### src/rtl/mmu_pkg.sv
// Shared definitions for the L1 <-> l1mmu request path.
// Provides default bus widths, well-known client port indices and the
// arbiter FSM encoding. No ports; imported by the arbiter files.
package mmu_pkg;

  localparam int MMU_ADDR_W = 32;
  localparam int MMU_LINE_W = 256;

  // Port 0 is the latency-critical client; fixed priority favours it.
  localparam int MMU_PORT_ICACHE = 0;
  localparam int MMU_PORT_DCACHE = 1;

  typedef enum logic {
    IDLE = 1'b0,
    BUSY = 1'b1
  } arb_state_e;

  // Grant index width; a single-bit index is kept even for degenerate sizes.
  function automatic int idx_width(input int n);
    return (n > 1) ? $clog2(n) : 1;
  endfunction

endpackage

### src/rtl/rr_picker.sv
// Combinational rotating picker: first requester after ptr, modulo N.
// Ports: req (request vector), ptr (last winner) -> winner (index), valid.
// With ptr = N-1 the scan starts at 0, i.e. a plain lowest-index encoder.
module rr_picker #(
  parameter int N     = 2,
  parameter int IDX_W = 1
) (
  input  logic [N-1:0]     req,
  input  logic [IDX_W-1:0] ptr,
  output logic [IDX_W-1:0] winner,
  output logic             valid
);

  always_comb begin
    logic [IDX_W-1:0] cand;
    winner = '0;
    valid  = 1'b0;
    cand   = '0;
    // Scan ptr+1, ptr+2, ... ptr+N (the last one wraps back to ptr itself).
    for (int k = 1; k <= N; k++) begin
      cand = IDX_W'((int'(ptr) + k) % N);
      if (!valid && req[cand]) begin
        valid  = 1'b1;
        winner = cand;
      end
    end
  end

endmodule

### src/rtl/mmu_port_arbiter.sv
// Shares one l1mmu request port among N_PORTS L1 clients; one transaction per grant.
// Ports: per-client req_read/req_write/req_addr/req_wdata in, req_done/req_rdata out;
// downstream mmu_read/mmu_write/mmu_addr/mmu_wdata out, mmu_done/mmu_rdata in; busy, grant_id.
module mmu_port_arbiter
  import mmu_pkg::*;
#(
  parameter int N_PORTS = 2,
  parameter int ADDR_W  = MMU_ADDR_W,
  parameter int LINE_W  = MMU_LINE_W,
  parameter int RR_MODE = 0,
  parameter int IDX_W   = idx_width(N_PORTS)
) (
  input  logic                        sys_clk,
  input  logic                        rst,
  input  logic [N_PORTS-1:0]          req_read,
  input  logic [N_PORTS-1:0]          req_write,
  input  logic [N_PORTS*ADDR_W-1:0]   req_addr,
  input  logic [N_PORTS*LINE_W-1:0]   req_wdata,
  output logic [N_PORTS-1:0]          req_done,
  output logic [LINE_W-1:0]           req_rdata,
  output logic                        mmu_read,
  output logic                        mmu_write,
  output logic [ADDR_W-1:0]           mmu_addr,
  output logic [LINE_W-1:0]           mmu_wdata,
  input  logic                        mmu_done,
  input  logic [LINE_W-1:0]           mmu_rdata,
  output logic                        busy,
  output logic [IDX_W-1:0]            grant_id
);

  arb_state_e state_q, state_d;

  logic [N_PORTS-1:0] req_any;
  logic [IDX_W-1:0]   rr_ptr_q;
  logic [IDX_W-1:0]   pick_ptr;
  logic [IDX_W-1:0]   winner;
  logic               win_valid;

  logic [ADDR_W-1:0]  sel_addr;
  logic [LINE_W-1:0]  sel_wdata;
  logic               sel_read;
  logic               sel_write;

  assign req_any = req_read | req_write;

  // Fixed priority reuses the rotating picker with the pointer parked on the
  // last port, so the scan always starts at port 0.
  assign pick_ptr = (RR_MODE != 0) ? rr_ptr_q : IDX_W'(N_PORTS - 1);

  rr_picker #(
    .N     (N_PORTS),
    .IDX_W (IDX_W)
  ) u_picker (
    .req    (req_any),
    .ptr    (pick_ptr),
    .winner (winner),
    .valid  (win_valid)
  );

  // Winner's request fields; write takes precedence over a simultaneous read.
  always_comb begin
    sel_addr  = '0;
    sel_wdata = '0;
    sel_read  = 1'b0;
    sel_write = 1'b0;
    for (int i = 0; i < N_PORTS; i++) begin
      if (winner == IDX_W'(i)) begin
        sel_addr  = req_addr[i*ADDR_W +: ADDR_W];
        sel_wdata = req_wdata[i*LINE_W +: LINE_W];
        sel_write = req_write[i];
        sel_read  = req_read[i] & ~req_write[i];
      end
    end
  end

  // State register.
  always_ff @(posedge sys_clk) begin
    if (rst) begin
      state_q <= IDLE;
    end else begin
      state_q <= state_d;
    end
  end

  // Next-state logic.
  always_comb begin
    state_d = state_q;
    case (state_q)
      IDLE:    if (win_valid) state_d = BUSY;
      BUSY:    if (mmu_done)  state_d = IDLE;
      default: state_d = IDLE;
    endcase
  end

  // Downstream request registers: loaded only on the granting edge so that
  // client-side changes during ownership never leak to l1mmu.
  always_ff @(posedge sys_clk) begin
    if (rst) begin
      mmu_read  <= 1'b0;
      mmu_write <= 1'b0;
      mmu_addr  <= '0;
      mmu_wdata <= '0;
      grant_id  <= '0;
      rr_ptr_q  <= IDX_W'(N_PORTS - 1);
    end else begin
      if (state_q == IDLE && win_valid) begin
        mmu_read  <= sel_read;
        mmu_write <= sel_write;
        mmu_addr  <= sel_addr;
        mmu_wdata <= sel_wdata;
        grant_id  <= winner;
        if (RR_MODE != 0) rr_ptr_q <= winner;
      end else if (state_q == BUSY && mmu_done) begin
        // grant_id is kept so software/debug can see the last owner.
        mmu_read  <= 1'b0;
        mmu_write <= 1'b0;
      end
    end
  end

  // Outputs decoded from the registered state; done passes straight through
  // to the owner so completion costs no extra cycle.
  always_comb begin
    req_done = '0;
    for (int i = 0; i < N_PORTS; i++) begin
      if (state_q == BUSY && grant_id == IDX_W'(i)) req_done[i] = mmu_done;
    end
  end

  assign req_rdata = mmu_rdata;
  assign busy      = (state_q == BUSY);

endmodule

### config.mk
export PLATFORM = sky130hd
export DESIGN_NAME = mmu_port_arbiter
export DESIGN_NICKNAME = d
export VERILOG_FILES = /design/src/rtl/mmu_pkg.sv /design/src/rtl/rr_picker.sv /design/src/rtl/mmu_port_arbiter.sv
export SDC_FILE = /design/constraint.sdc
export NUM_CORES = 1
export LEC_CHECK = 0
export ABC_AREA = 1
export CAP_MARGIN = 20
export CORE_AREA = 10 10 539 541
export CTS_CLUSTER_SIZE = 24
export DETAILED_ROUTE_END_ITERATION = 10
export DIE_AREA = 0 0 549 551
export GPL_TIMING_DRIVEN = 0
export PLACE_DENSITY = 0.33
export REMOVE_ABC_BUFFERS = 1
export SYNTH_ARGS = -nofsm -noshare
export SYNTH_HDL_FRONTEND = slang
export SYNTH_SLANG_ARGS = --single-unit
### constraint.sdc
create_clock -name sys_clk -period 3.6 [get_ports sys_clk]
set_clock_uncertainty 0.15 [all_clocks]
set_input_delay 0.9 -clock sys_clk [delete_from_list [all_inputs] [get_ports sys_clk]]
set_output_delay 0.9 -clock sys_clk [all_outputs]
set_load 0.01 [all_outputs]
# Yosys cells after proc, flatten, opt, wreduce, memory -nomap -nowiden
# Index checks and enable logic that the tools add are counted.
# totals
out_inout_bits	550
latch_bits	0
n_memories	0
ramBits	0
mem_bits_ro	0
word_cells	35
register_bits	292
# op_classes
n_bitwise	7
eq_ne	0
shifts	0
n_div	0
reduce_logical	7
n_mux	15
n_lt_le_gt_ge	0
mul	0
add_sub_neg	0
# op_table
cell	n
$mux W256	1
$mux W32	1
$mux W1	12
$logic_and A1 B1 Y1	5
$not A1 Y1	4
$and A1 B1 Y1	2
$or A2 B2 Y2	1
$pmux W1 S2	1
$reduce_bool A2 Y1	1
$logic_not A1 Y1	1

# Logic depth before layout (Yosys ltp)
# logic_depth
ltp_word	7
ltp_mapped	9

# By module
# Synthesis repeated with hierarchy kept, for this count alone.
# unflattened
cells_unflattened	1893
area_unflattened_um2	14053.5
# by_module_without_submodules
mod	cells_each	area_per_inst_um2	instances	seq_area_each_um2
mmu_port_arbiter	1890	14038.5	1	5845.6
rr_picker	3	15.0	1	0.0

# Worst setup path before layout
# No wires, ideal clock.
# synth_timing
kind	input-to-output
startpoint	input mmu_done
endpoint	output req_done[0]
t_arrival_ps	1137
required_ps	2550
path_stages	2
slack_ps	1413
cell_sequence	nand2_1 -> nor2_1
# synth_via
elab_chain_len	1
# synth_lines
item	line_no	rtl
from (decl)	mmu_port_arbiter.sv:25	input logic mmu_done,
$mux W1	mmu_port_arbiter.sv:126	if (state_q == BUSY && grant_id == IDX_W'(i)) req_done[i] = mmu_done;
to (decl)	mmu_port_arbiter.sv:19	output logic [N_PORTS-1:0] req_done,
# No other way between the ends.

# Worst setup path in the final report
# layout_timing
startpoint	input req_write[1]
endpoint	register mmu_wdata[56]
# layout_via
elab_chain_len	4
# layout_lines
item	line_no	rtl
from (decl)	mmu_port_arbiter.sv:16	input logic [N_PORTS-1:0] req_write,
$or A2 B2 Y2 (*)	mmu_port_arbiter.sv:44	assign req_any = req_read | req_write;
$logic_and A1 B1 Y1 (*)	rr_picker.sv:22	if (!valid && req[cand]) begin
$mux W1	rr_picker.sv:22	
$mux W256 / $logic_and A1 B1 Y1 (equally long branches)	mmu_port_arbiter.sv:67, mmu_port_arbiter.sv:106	
to (signal assigned)	mmu_port_arbiter.sv:110	mmu_wdata <= sel_wdata;
to (decl)	mmu_port_arbiter.sv:24	output logic [LINE_W-1:0] mmu_wdata,
# Every way passes the cells marked *; elsewhere a longest branch is shown, timed or not.
# A chain may end at the register's enable or synchronous reset.

==> results.txt <==
# nets final - 4149
Die Wd - 549 um
Fmax - 281.7 MHz
Pwr dens - 401.1 nW/um2
Commonest non-fill, non-tap cells in the layout - clkdlybuf4s50_1, nand2_1, inv_1, nand3_1, dfxtp_1
Crit-path cells - clkdlybuf4s50_1, clkinvlp_4, nand2_8, buf_16, buf_16, nand2_8, buf_16, buf_16, nand2_1, nand3_2, nand2_1, inv_1
Root Buffer - clkbuf_16
Post-Synthesis Mean Instance Area - 6.279 um2
Number of buffers created by CTS - 49
DIE HEIGHT - 551 um
Full die area - 302500 um2
Crit share post-route - 98.60%
GRT Overall Usage - 14.88%
Slowest Stage Delay on Critical Path - 0.53 ns
Fin. max-slew vios - 0
Clock transition at path regs - 0.07 ns
First-pass GRT wire length - 282900 um
Clock Latency Late Sink - 0.67 ns
WL per Instance - 33.54 um
Vias in the first global route - 20136
Register-to-register setup slack - 1.14 ns
Synth warn - 0
Largest net degree at the start of global routing - 104
Detailed Routing Iterations Pass 1 - 6
Routed WL - 238600 um
Reg2reg path depth - 8
Area grow syn2layout - 77.04%
Critical path required time - 4.03 ns
Hold WC Path Type - reg2reg
Cells after Synth - 2786
Final hold vios - 0
Critical path's most frequent cell - buf_16
Hold_sp - mmu_write
Layout cells sized above 1 - 4.238%
Worst Tran Pin Value - 0.7965 ns
Routability cong. - 0.8244
Yosys cell types - 14
Main combinational cell family by area after synthesis - simple AND/OR/NAND/NOR gates
Port Buf Inserts - 876
CP max FO - 97
Post-detail-place hpwl - 193900 um
Num Clock Sinks - 292
# IOs - 1389
Synth Area in Compound Gates - 8.354%
Vias/cell - 3.019
Synth Area in Simple Gates - 29.33%
Peak supply drop - 382.3 uV
Post-synthesis mux area share - 0%
H-Tree Depth - 2
CP Launch Type - primary input
Seq cells post-synth - 292
Initial antenna violation count - 91
Max Buffers Root-to-Sink - 3
Final Util - 11.11%
Routed Antenna Nets - 0
CORE AREA - 278900 um2
Slew headroom - 46.90%
CTS tree - built
Mapped cell area - 17490 um2
Reg2reg end - mmu_wdata[73]
Commonest non-fill, non-tap cell in the layout - clkdlybuf4s50_1
Worst Setup End Kind - flop
Synth Area in XOR/XNOR - 0%
GR Overflow Total - 0
Number of max-cap violations - 0
# rows - 194
Hold Crit Depth - 2
Tmin final - 3.550 ns
Starting Density - 6.273%
Worst EP arrival - 3.98 ns
CP max stage cell - clkdlybuf4s50_1
Status - finished, final reports clean
Adder-Cell Fraction of Synth Area - 0%
Leakage - 13.18 nW
Sequential fraction of the synthesis area - 33.41%
Hold endpoint - mmu_write
Crit Path Class - in2reg
Routed vias - 21475
DR iter-0 viols - 2013
Remaining DRCs - 0
Worst r2r src - busy
Worst hold slack - 0.3391 ns
Final setup fails - 0
registers in the layout, summed over array words and instances (netlist names):
signal / flops
mmu_write: 1
mmu_read: 1
busy: 1
mmu_addr: 32
mmu_wdata: 256
grant_id: 1
cell type report:
type / count / area [um2]
antenna: 38 / 95.09
clock buffer: 71 / 1481
clock inverter: 21 / 254.0
fill: 32387 / 247900
inverter: 583 / 2196
multi-input combinational: 1466 / 6689
sequential: 292 / 5846
tap: 3724 / 4659
timing repair buffer: 918 / 9752
logic make-up (layout without fill, tap and decap cells):
kind of cell | count (synthesis) | count (layout)
and+or+nand+nor | 1172 | 1174
AOI/OAI and AO/OA | 292 | 292
other | 0 | 38
buffers and inverters | 1030 | 1593
DFF | 292 | 292
cell usage after synthesis:
master / count / area share (%)
o21ai_0: 1 / 0.029
dfxtp_1: 292 / 33
a21oi_1: 291 / 8.3
nand2_2: 1 / 0.036
buf_1: 10 / 0.21
buf_6: 2 / 0.13
buf_2: 120 / 3.4
inv_1: 583 / 13
nand3_1: 577 / 17
nor2_1: 9 / 0.19
buf_4: 273 / 12
clkbuf_1: 42 / 0.90
nor2_4: 1 / 0.064
nand2_1: 584 / 13
worst max-delay path by stage:
stage,start,to,slack (ns),depth (start not counted)
2_1_floorplan,req_write[0],mmu_write,-10.64,5
3_3_place_gp,req_write[0],mmu_wdata[241],-42.95,6
3_5_place_dp,req_read[1],mmu_wdata[56],-1.05,12
4_1_cts,req_write[1],mmu_wdata[171],0.11,12
5_1_grt,req_write[1],mmu_wdata[56],-0.001,12
6_report,req_write[1],mmu_wdata[56],0.05,12
worst max-delay path, delay by kind of cell:
family,cells,cell delay [ns]
buf+inv,7,1.81
simple gates,5,1.01
where the power goes:
part,internal (mW),switching [mW]
combinational,1.56,1.80
sequential,3.55,0.173
clock,3.20,2.13
metal layers:
layer  GRT usage (%)  routed length [um]  share of wire, %
met1           17.39               98000                41
met2           18.26               83220                35
met3           14.88               48420                20
met4           2.280                4441               1.9
met5           9.536                4484               1.9
repair_timing:
item / CTS / global route
pin swaps: 0 / 1
cloned: 0 / 3
resized for setup: 5 / 3
endpoints found under the setup margin: 12 / 11
setup buffers: 0 / 2
hold buffers: 0 / 0
per-stage QoR:
stage	power, mW	setup WS [ns]	cell area (um2)	setup TNS, ns	cells
finish	12.42	0.05043	30970	0	7113
global route	13.15	-0.001261	30920	-0.001261	7094
CTS	12.84	0.1148	30800	0	7070
detailed placement	7.215	-1.049	29040	-119.94	6978
global placement	7.602	-42.95	28050	-	6939
floorplan	5.023	-10.64	14630	-3061.77	2339
No activity file was read; power rests on OpenSTA's default activity.
